`src/rtl/lane_xform_fifo.sv`:
```
// lane_xform_fifo
//   Applies a runtime-selected per-lane transform to each accepted word and
//   buffers the result in a DEPTH-entry FIFO for a downstream consumer.
//   Transform modes (applied at write time, the mode is not stored):
//     0 pass, 1 invert lanes selected by INV_MASK, 2 invert all, 3 reverse lanes.
//
// Ports
//   clk            rising-edge clock
//   rst            synchronous active-high reset
//   IN_valid       upstream word valid
//   IN_data        upstream word, lane i = IN_data[i*LANE_W +: LANE_W]
//   IN_mode        transform for the word accepted this cycle
//   OUT_ready      block can accept a word (never while full or in reset)
//   OUT_valid      head entry valid
//   OUT_data       head entry
//   IN_ready       downstream accepts the head entry
//   OUT_count      current occupancy
//   OUT_almostFull OUT_count >= AFULL
module lane_xform_fifo #(
  parameter int               LANES    = 8,
  parameter int               LANE_W   = 1,
  parameter int               DEPTH    = 4,
  parameter logic [LANES-1:0] INV_MASK = LANES'(8'hAA),
  parameter int               AFULL    = DEPTH - 1
) (
  input  logic                           clk,
  input  logic                           rst,
  input  logic                           IN_valid,
  input  logic [LANES*LANE_W-1:0]        IN_data,
  input  logic [1:0]                     IN_mode,
  output logic                           OUT_ready,
  output logic                           OUT_valid,
  output logic [LANES*LANE_W-1:0]        OUT_data,
  input  logic                           IN_ready,
  output logic [$clog2(DEPTH+1)-1:0]     OUT_count,
  output logic                           OUT_almostFull
);

  localparam int W  = LANES * LANE_W;
  localparam int CW = $clog2(DEPTH + 1);
  localparam int PW = $clog2(DEPTH);

  localparam logic [CW-1:0] DEPTH_C = CW'(DEPTH);
  localparam logic [CW-1:0] AFULL_C = CW'(AFULL);
  localparam logic [PW-1:0] LAST_C  = PW'(DEPTH - 1);

  function automatic logic [W-1:0] xform(input logic [W-1:0] d, input logic [1:0] m);
    logic [W-1:0] r;
    r = d;
    for (int i = 0; i < LANES; i++) begin
      case (m)
        2'd0:    r[i*LANE_W +: LANE_W] = d[i*LANE_W +: LANE_W];
        2'd1:    r[i*LANE_W +: LANE_W] = d[i*LANE_W +: LANE_W] ^ {LANE_W{INV_MASK[i]}};
        2'd2:    r[i*LANE_W +: LANE_W] = ~d[i*LANE_W +: LANE_W];
        default: r[i*LANE_W +: LANE_W] = d[(LANES-1-i)*LANE_W +: LANE_W];
      endcase
    end
    return r;
  endfunction

  // Explicit wrap so non-power-of-two depths work.
  function automatic logic [PW-1:0] next_ptr(input logic [PW-1:0] p);
    return (p == LAST_C) ? '0 : p + PW'(1);
  endfunction

  logic [W-1:0]  mem [DEPTH];
  logic [PW-1:0] wr_ptr;
  logic [PW-1:0] rd_ptr;
  logic          push;
  logic          pop;
  logic [W-1:0]  xf_word;

  // Status decodes registered state only; rst is folded into OUT_ready so a
  // word offered during the reset cycle is never accepted.
  assign OUT_ready      = (OUT_count != DEPTH_C) && !rst;
  assign OUT_valid      = (OUT_count != '0);
  assign OUT_data       = mem[rd_ptr];
  assign OUT_almostFull = (OUT_count >= AFULL_C);

  assign push    = IN_valid && OUT_ready;
  assign pop     = OUT_valid && IN_ready;
  assign xf_word = xform(IN_data, IN_mode);

  // Write stage: transformed word lands in storage (storage is not reset).
  always_ff @(posedge clk) begin
    if (push) begin
      mem[wr_ptr] <= xf_word;
    end
  end

  // Control: pointers and occupancy.
  always_ff @(posedge clk) begin
    if (rst) begin
      wr_ptr    <= '0;
      rd_ptr    <= '0;
      OUT_count <= '0;
    end else begin
      if (push) begin
        wr_ptr <= next_ptr(wr_ptr);
      end
      if (pop) begin
        rd_ptr <= next_ptr(rd_ptr);
      end
      case ({push, pop})
        2'b10:   OUT_count <= OUT_count + CW'(1);
        2'b01:   OUT_count <= OUT_count - CW'(1);
        default: OUT_count <= OUT_count;
      endcase
    end
  end

endmodule

```
`config.mk`:
```
export PLATFORM = sky130hd
export DESIGN_NAME = lane_xform_fifo
export DESIGN_NICKNAME = d
export VERILOG_FILES = /design/src/rtl/lane_xform_fifo.sv
export SDC_FILE = /design/constraint.sdc
export NUM_CORES = 1
export LEC_CHECK = 0
export CAP_MARGIN = 40
export CORE_MARGIN = 2
export CORE_UTILIZATION = 35
export DETAILED_ROUTE_END_ITERATION = 8
export DONT_BUFFER_PORTS = 1
export GPL_TIMING_DRIVEN = 0
export MAX_ROUTING_LAYER = met4
export SLEW_MARGIN = 25
export SYNTH_ARGS = -nofsm -noshare
export SYNTH_HDL_FRONTEND = slang
export SYNTH_SLANG_ARGS = --single-unit
```
`constraint.sdc`:
```
create_clock -name clk -period 3.33 [get_ports clk]
set_clock_uncertainty 0.05 [all_clocks]
set_input_delay 0.666 -clock clk [delete_from_list [all_inputs] [get_ports clk]]
set_output_delay 0.666 -clock clk [all_outputs]
set_load 0.02 [all_outputs]
```
==> run metrics, run 1 <==
max cap viols 0; slew margin rel. between 60% and 70%; global-route wire length before repair slightly above 5 mm; Post-CTS Setup Repair Bufs 0; H-tree levels 2; minimum clock period between 2 and 3 ns; Crit Path Category reg -> reg; worst hold path class reg -> reg; Hold Crit Start rd_ptr[0]$_SDFFE_PP0P_; max-slew violation count 0; Post-Syn Area 1880 µm²; worst setup margin approximately 0.83 ns; worst-margin pin slew about 0.53 ns; CTS tree yes; largest stage delay on the critical path roughly 0.55 ns; clk_lat worst skew between 0.2 and 0.3 ns; final std cells w/o fill between 200 and 250; R2R setup slack 0.83 ns; VDD IR-drop max ~0.23 mV; CTS Sinks just over 40; Power Density around 680 nW/µm²; Crit. End Element flip-flop; Hold Buf Count CTS 0; worst r2r src OUT_count[2]$_SDFFE_PP0P_; Initial Util between 30% and 40%; Die Width slightly below 80 µm; placer congestion estimate 0.808; Crit-path slowest cell dfxtp_1; Synth async-reset ratio 0%; most frequent cell after synthesis edfxtp_1; vias around 1000; first-pass iteration count of the detailed router 4; FP Rows 26; Crit path buffers/inverters 2; post-synthesis sequential area ratio 60.6%; Layout Utilization approximately 40%; startpoint types flip-flop; Critical Path, Cell by Cell nor3b_2 > nor3b_4 > inv_1 > ha_1 > inv_1 > fa_1 > xor2_1 > or3_1 > a21oi_1; WP data required about 3.5 ns; syn nets approximately 150; TritonCTS Buffers 5; family with the most delay on the worst path simple AND/OR/NAND/NOR gates; register bit total from synthesis 41; Crit Reg-Reg Endpoint OUT_count[2]$_SDFFE_PP0P_; hpwl dp between 2 and 2.5 mm; routed metal-1 wirelength roughly 1.3 mm; top_reg_cell synth edfxtp_1; Post-Place Worst Slack approximately 0.64 ns; Mapped Avg Cell Area approximately 15 µm²; Mapped Cells around 130; share of cells above drive strength 1 between 15 and 20%; status finished clean; ANT nets after route 0; Yosys warnings 0; leakage power between 0.7 and 0.8 nW; Synth top cells by count 32 x edfxtp_1, 13 x nor2_1, 10 x ha_1, 9 x dfxtp_1, 9 x inv_1; Detail Route met2 WL ~1.6 mm; P&R area growth vs syn 10.3%; Remaining DRCs 0; met3 wire len around 180 µm; drt wl/cell between 15 and 20 µm; largest net degree at the start of global routing 13; Ports 28; vias in the first global route about 1100; Highest Signal Layer met4; Post-synth EDFFs 32; die extent in y between 70 and 80 µm; Hold Violations, Final 0; placed cell count 197; dominant cell type by area after synthesis edfxtp_1; # resized after CTS 0; gr ovfl total 0; crit share post-route between 70% and 80%; die area approximately 6000 µm²; top cells by area, synth edfxtp_1 51%, dfxtp_1 9.6%, mux4_2 9.6%, ha_1 6.6%, mux2i_1 2.7%; CP most frequent cell inv_1; initial antenna violation count 0; post-route setup TNS 0 ns; Initial DRC Count 59; worst-path fanout max 7; Arr. time, crit path about 2.7 ns; Reg2Reg Depth 9; RSZ-0062 raised after global routing no; Fmax achieved approximately 0.40 GHz; synth unique cells 26; nets@finish approximately 160; Synth top area share approximately 50%; GRT Overall Usage 11.7%; Clock Path Buffers 2; CTS clock-pin slew for the worst setup and hold paths around 0.070 ns; hold depth 2; PortBufs 0; final setup fails 0; Clock Tree Root clkbuf_8; antenna fix cells 0; Core Box Area ~5000 µm²; final WL around 3.1 mm; worst hold endpoint rd_ptr[0]$_SDFFE_PP0P_; via density per instance 4.96
final cells by class:
cell class | count | area [µm²]
Buffer | 4 | 16.3
Clock buffer | 6 | 72.6
Clock inverter | 2 | 33.8
Fill cell | 503 | 3060
Inverter | 9 | 33.8
Multi-Input combinational cell | 73 | 692
Sequential cell | 41 | 1140
Tap cell | 70 | 87.6
report_power, final:
group	total, W	switching [W]	internal (W)
logic	0.000371	0.000222	0.000148
registers	0.000674	0.0000568	0.000617
clock network	0.000373	0.000152	0.000221
total	0.00142	0.000430	0.000987
cell families after synthesis:
family	after synthesis	synth area share, %
AOI/OAI and AO/OA	18	6.44
xor gates and xnor gates	2	0.930
adders and majority gates	11	7.71
buffers and inverters	13	2.66
DFF	41	60.6
muxes	15	13.8
and+or+nand+nor	27	7.84
layer usage:
layer / vias up / global-route usage [%]
li1: 479 / -
met1: 507 / 11.8
met2: 26 / 20.1
met3: 5 / 4.07
met4: 0 / 5.89
met5: - / -
placed cells by master, fill, tap and decap left out, drive strengths merged, types with 2 or more instances in the layout:
cell type  instances
buf                2
or3                3
mux4               8
a21oi              3
mux2i              5
inv                9
a211oi             4
dfxtp              9
o21ai              5
edfxtp            32
a21o               5
and2               4
xor2               2
ha                10
mux2               2
nand2              5
nor2              13
nor3b              2
clkbuf             8
per-stage QoR:
step | power [W] | cell area, µm² | hold WS, ns
after floorplan | 0.000988 | 1880 | 0.413
after global placement | 0.00104 | 1970 | 0.427
after detailed placement | 0.00106 | 1970 | 0.456
after CTS | 0.00143 | 2080 | 0.465
after global routing | 0.00150 | 2080 | 0.503
final | 0.00142 | 2080 | 0.456
worst reg2reg max path: cells and delay by family, from the launching register on:
kind / cells / cell delay (ns)
buffers and inverters: 2 / 0.15
XOR/XNOR: 1 / 0.16
adder cells (fa/ha/maj): 2 / 0.57
AO/OA/AOI/OAI: 1 / 0.17
flip-flops: 1 / 0.55
AND/OR/NAND/NOR: 3 / 0.78
worst max-delay path by stage:
stage / start / to / slack, ns / depth (start not counted)
after floorplan: rst / OUT_count[2]$_SDFFE_PP0P_ / 0.94 / 9
after global placement: rst / OUT_count[2]$_SDFFE_PP0P_ / 0.82 / 9
after detailed placement: rst / OUT_count[2]$_SDFFE_PP0P_ / 0.64 / 9
after CTS: OUT_count[2]$_SDFFE_PP0P_ / OUT_count[2]$_SDFFE_PP0P_ / 0.80 / 9
after global routing: OUT_count[2]$_SDFFE_PP0P_ / OUT_count[2]$_SDFFE_PP0P_ / 0.66 / 9
final: OUT_count[2]$_SDFFE_PP0P_ / OUT_count[2]$_SDFFE_PP0P_ / 0.83 / 9
sequential cells by signal, summed over array words and instances, names as in the netlist, named ones only:
register,count
OUT_count,3
mem,32
rd_ptr,2
wr_ptr,2
(Power assumes the default switching activity.)
==> inputs of run 2 (changes only) <==
==> constraint.sdc (replaced) <==
create_clock -name clk -period 2.3 [get_ports clk]
set_clock_uncertainty 0.05 [all_clocks]
set_input_delay 0.46 -clock clk [delete_from_list [all_inputs] [get_ports clk]]
set_output_delay 0.46 -clock clk [all_outputs]
set_load 0.02 [all_outputs]
==> run 2 against run 1 <==
Effect of this change: hold slack got worse by 0.063 ns; clock-buffer cell count did not move; clock power increased by 45%; non-clock buffer count up 1; wire length rose by 0.92%; combinational power grew 53%; total power up 48%; core utilization up 0.71 points; flip-flop and latch count did not move; final cell count is 0.49% higher; global-route usage grew 0.052 points; first-iteration DRC count fell by 5.1%; critical endpoint unchanged; highest routed layer unchanged.
==> run metrics, run 2 (synthesis gave the netlist of run 1 again) <==
H-tree levels 2; Crit Path Category reg -> reg; max-slew violation count 0; CP most frequent cell nor3b_4; Crit-path slowest cell dfxtp_4; biggest regs mem x32, OUT_count x3; post-route setup TNS 0 ns; commonest non-fill, non-tap cell in the layout edfxtp_1; Largest Register mem; register area 1150 µm²; worst-path fanout max 7; CTS Sinks a little over 40; P&R area growth vs syn 12.2%; Critical Path, Cell by Cell nor3b_4 > nor3b_4 > inv_2 > ha_4 > inv_1 > fa_1 > xor2_1 > or3_1 > a21oi_2; Post-Place Worst Slack -0.213 ns; first-pass iteration count of the detailed router 4; Fmax achieved between 0.4 and 0.5 GHz; crit share post-route ~95%; CTS tree yes; GRT Overall Usage 11.7%; Initial DRC Count 56; Clock Path Buffers 2; post-layout instance area 2110 µm²; clk_lat worst skew about 0.28 ns; Crit. End Element flip-flop; die area roughly 6000 µm²; drt wl/cell approximately 15 µm; Remaining DRCs 0; final setup fails 0; worst hold path class in -> reg; minimum clock period about 2.2 ns; worst r2r src OUT_count[2]$_SDFFE_PP0P_; PortBufs 0; VDD IR-drop max 0.333 mV; via density per instance around 5.0; Power Density just under 1000 nW/µm²; hpwl dp 2.34 mm; Core Box Area about 5000 µm²; Hold Violations, Final 0; gr ovfl total 0; Hold Crit Start IN_data[5]; placer congestion estimate approximately 0.81; slew margin rel. around 66%; share of cells above drive strength 1 between 20% and 30%; nets@finish between 150 and 200; max reg flops 32; vias in the first global route 1113; RSZ-0062 raised after global routing no; hold slack slightly below 0.4 ns; dpl cell area a little under 2000 µm²; Layout fillers 500; area of the multi-input gates 714 µm²; Die Width 77.4 µm; max cap viols 0; startpoint types flip-flop; final WL roughly 3.2 mm; antenna fix cells 0; Arr. time, crit path ~2.3 ns; TritonCTS Buffers 5; ANT nets after route 0; worst setup margin 0.123 ns; Reg2Reg Depth 9; Setup crit start OUT_count[2]$_SDFFE_PP0P_; M1 GR Usage a little under an eighth; leakage power roughly 0.76 nW; Clock Tree Root clkbuf_8; largest stage delay on the critical path 0.42 ns; Top Usage Layer GRT met2; most frequent cells in the layout 32 x edfxtp_1, 13 x nor2_1, 9 x ha_1; FP Rows 26; status finished clean; vias between 1000 and 1500; worst-margin pin slew 0.506 ns; met2 Track Usage GR about a fifth; hold depth 1; largest net degree at the start of global routing 13; die extent in y ~77 µm; global-route wire length before repair just over 5 mm; WP data required ~2.5 ns; initial antenna violation count 0; met3 usage 4.07%; Ports 28; CTS clock-pin slew for the worst setup and hold paths 0.07 ns; Initial Util between 30% and 40%
-- run 2: cell types whose count changed in the layout (fill, tap and decap cells not counted), sizes merged --
cell  change
buf       +1
-- run 2: repair_timing --
| action | in CTS | in global routing |
|---|---|---|
| setup buffers | 0 | 1 |
| hold buffers | 0 | 0 |
| gates resized for setup | 6 | 3 |
| pin swaps | 0 | 3 |
| endpoints found under the setup margin | 1 | 1 |
-- run 2: worst paths after layout --
kind	to	slack, ns
setup / recovery	OUT_count[2]$_SDFFE_PP0P_	0.12
hold reg to reg	rd_ptr[0]$_SDFFE_PP0P_	0.46
hold / removal	mem[2][2]$_DFFE_PP_	0.39
setup reg to reg	OUT_count[2]$_SDFFE_PP0P_	0.12
-- run 2: cell type report --
class	instances	area share, %
Buffer	4	0.770
Clock buffer	6	3.43
Clock inverter	2	1.60
Inverter	9	1.60
Multi-Input combinational cell	73	33.8
Sequential cell	41	54.3
Tap cell	70	4.14
Timing Repair Buffer	1	0.355
-- run 2: per-layer routing --
layer  part of all wire, %  wire (µm)
met2                    53       1690
met1                    39       1250
met5                     0          0
met4                   2.1         67
met3                   5.5        174
-- run 2: report_power, final --
| part | leakage (nW) | total, W | internal, W | switching, W |
|---|---|---|---|---|
| clock network | 0.0528 | 0.000540 | 0.000320 | 0.000220 |
| registers | 0.368 | 0.000987 | 0.000900 | 0.0000870 |
| logic | 0.340 | 0.000566 | 0.000236 | 0.000330 |
| total | 0.761 | 0.00209 | 0.00146 | 0.000637 |
-- run 2: critical path: cells and delay by family, from the launching register on --
kind / cells / cell delay [ns]
and+or+nand+nor: 3 / 0.70
adders and majority gates: 2 / 0.51
DFF: 1 / 0.42
xor gates and xnor gates: 1 / 0.16
AOI/OAI and AO/OA: 1 / 0.15
buffers and inverters: 2 / 0.12
-- run 2: through the flow --
| step | util [%] | power, W | instances |
|---|---|---|---|
| after global placement | 38.3 | 0.00150 | 197 |
| after CTS | 40.7 | 0.00209 | 205 |
| final | 41.1 | 0.00209 | 206 |
| after floorplan | - | 0.00143 | 127 |
| after global routing | 41.1 | 0.00221 | 206 |
| after detailed placement | 38.3 | 0.00154 | 197 |
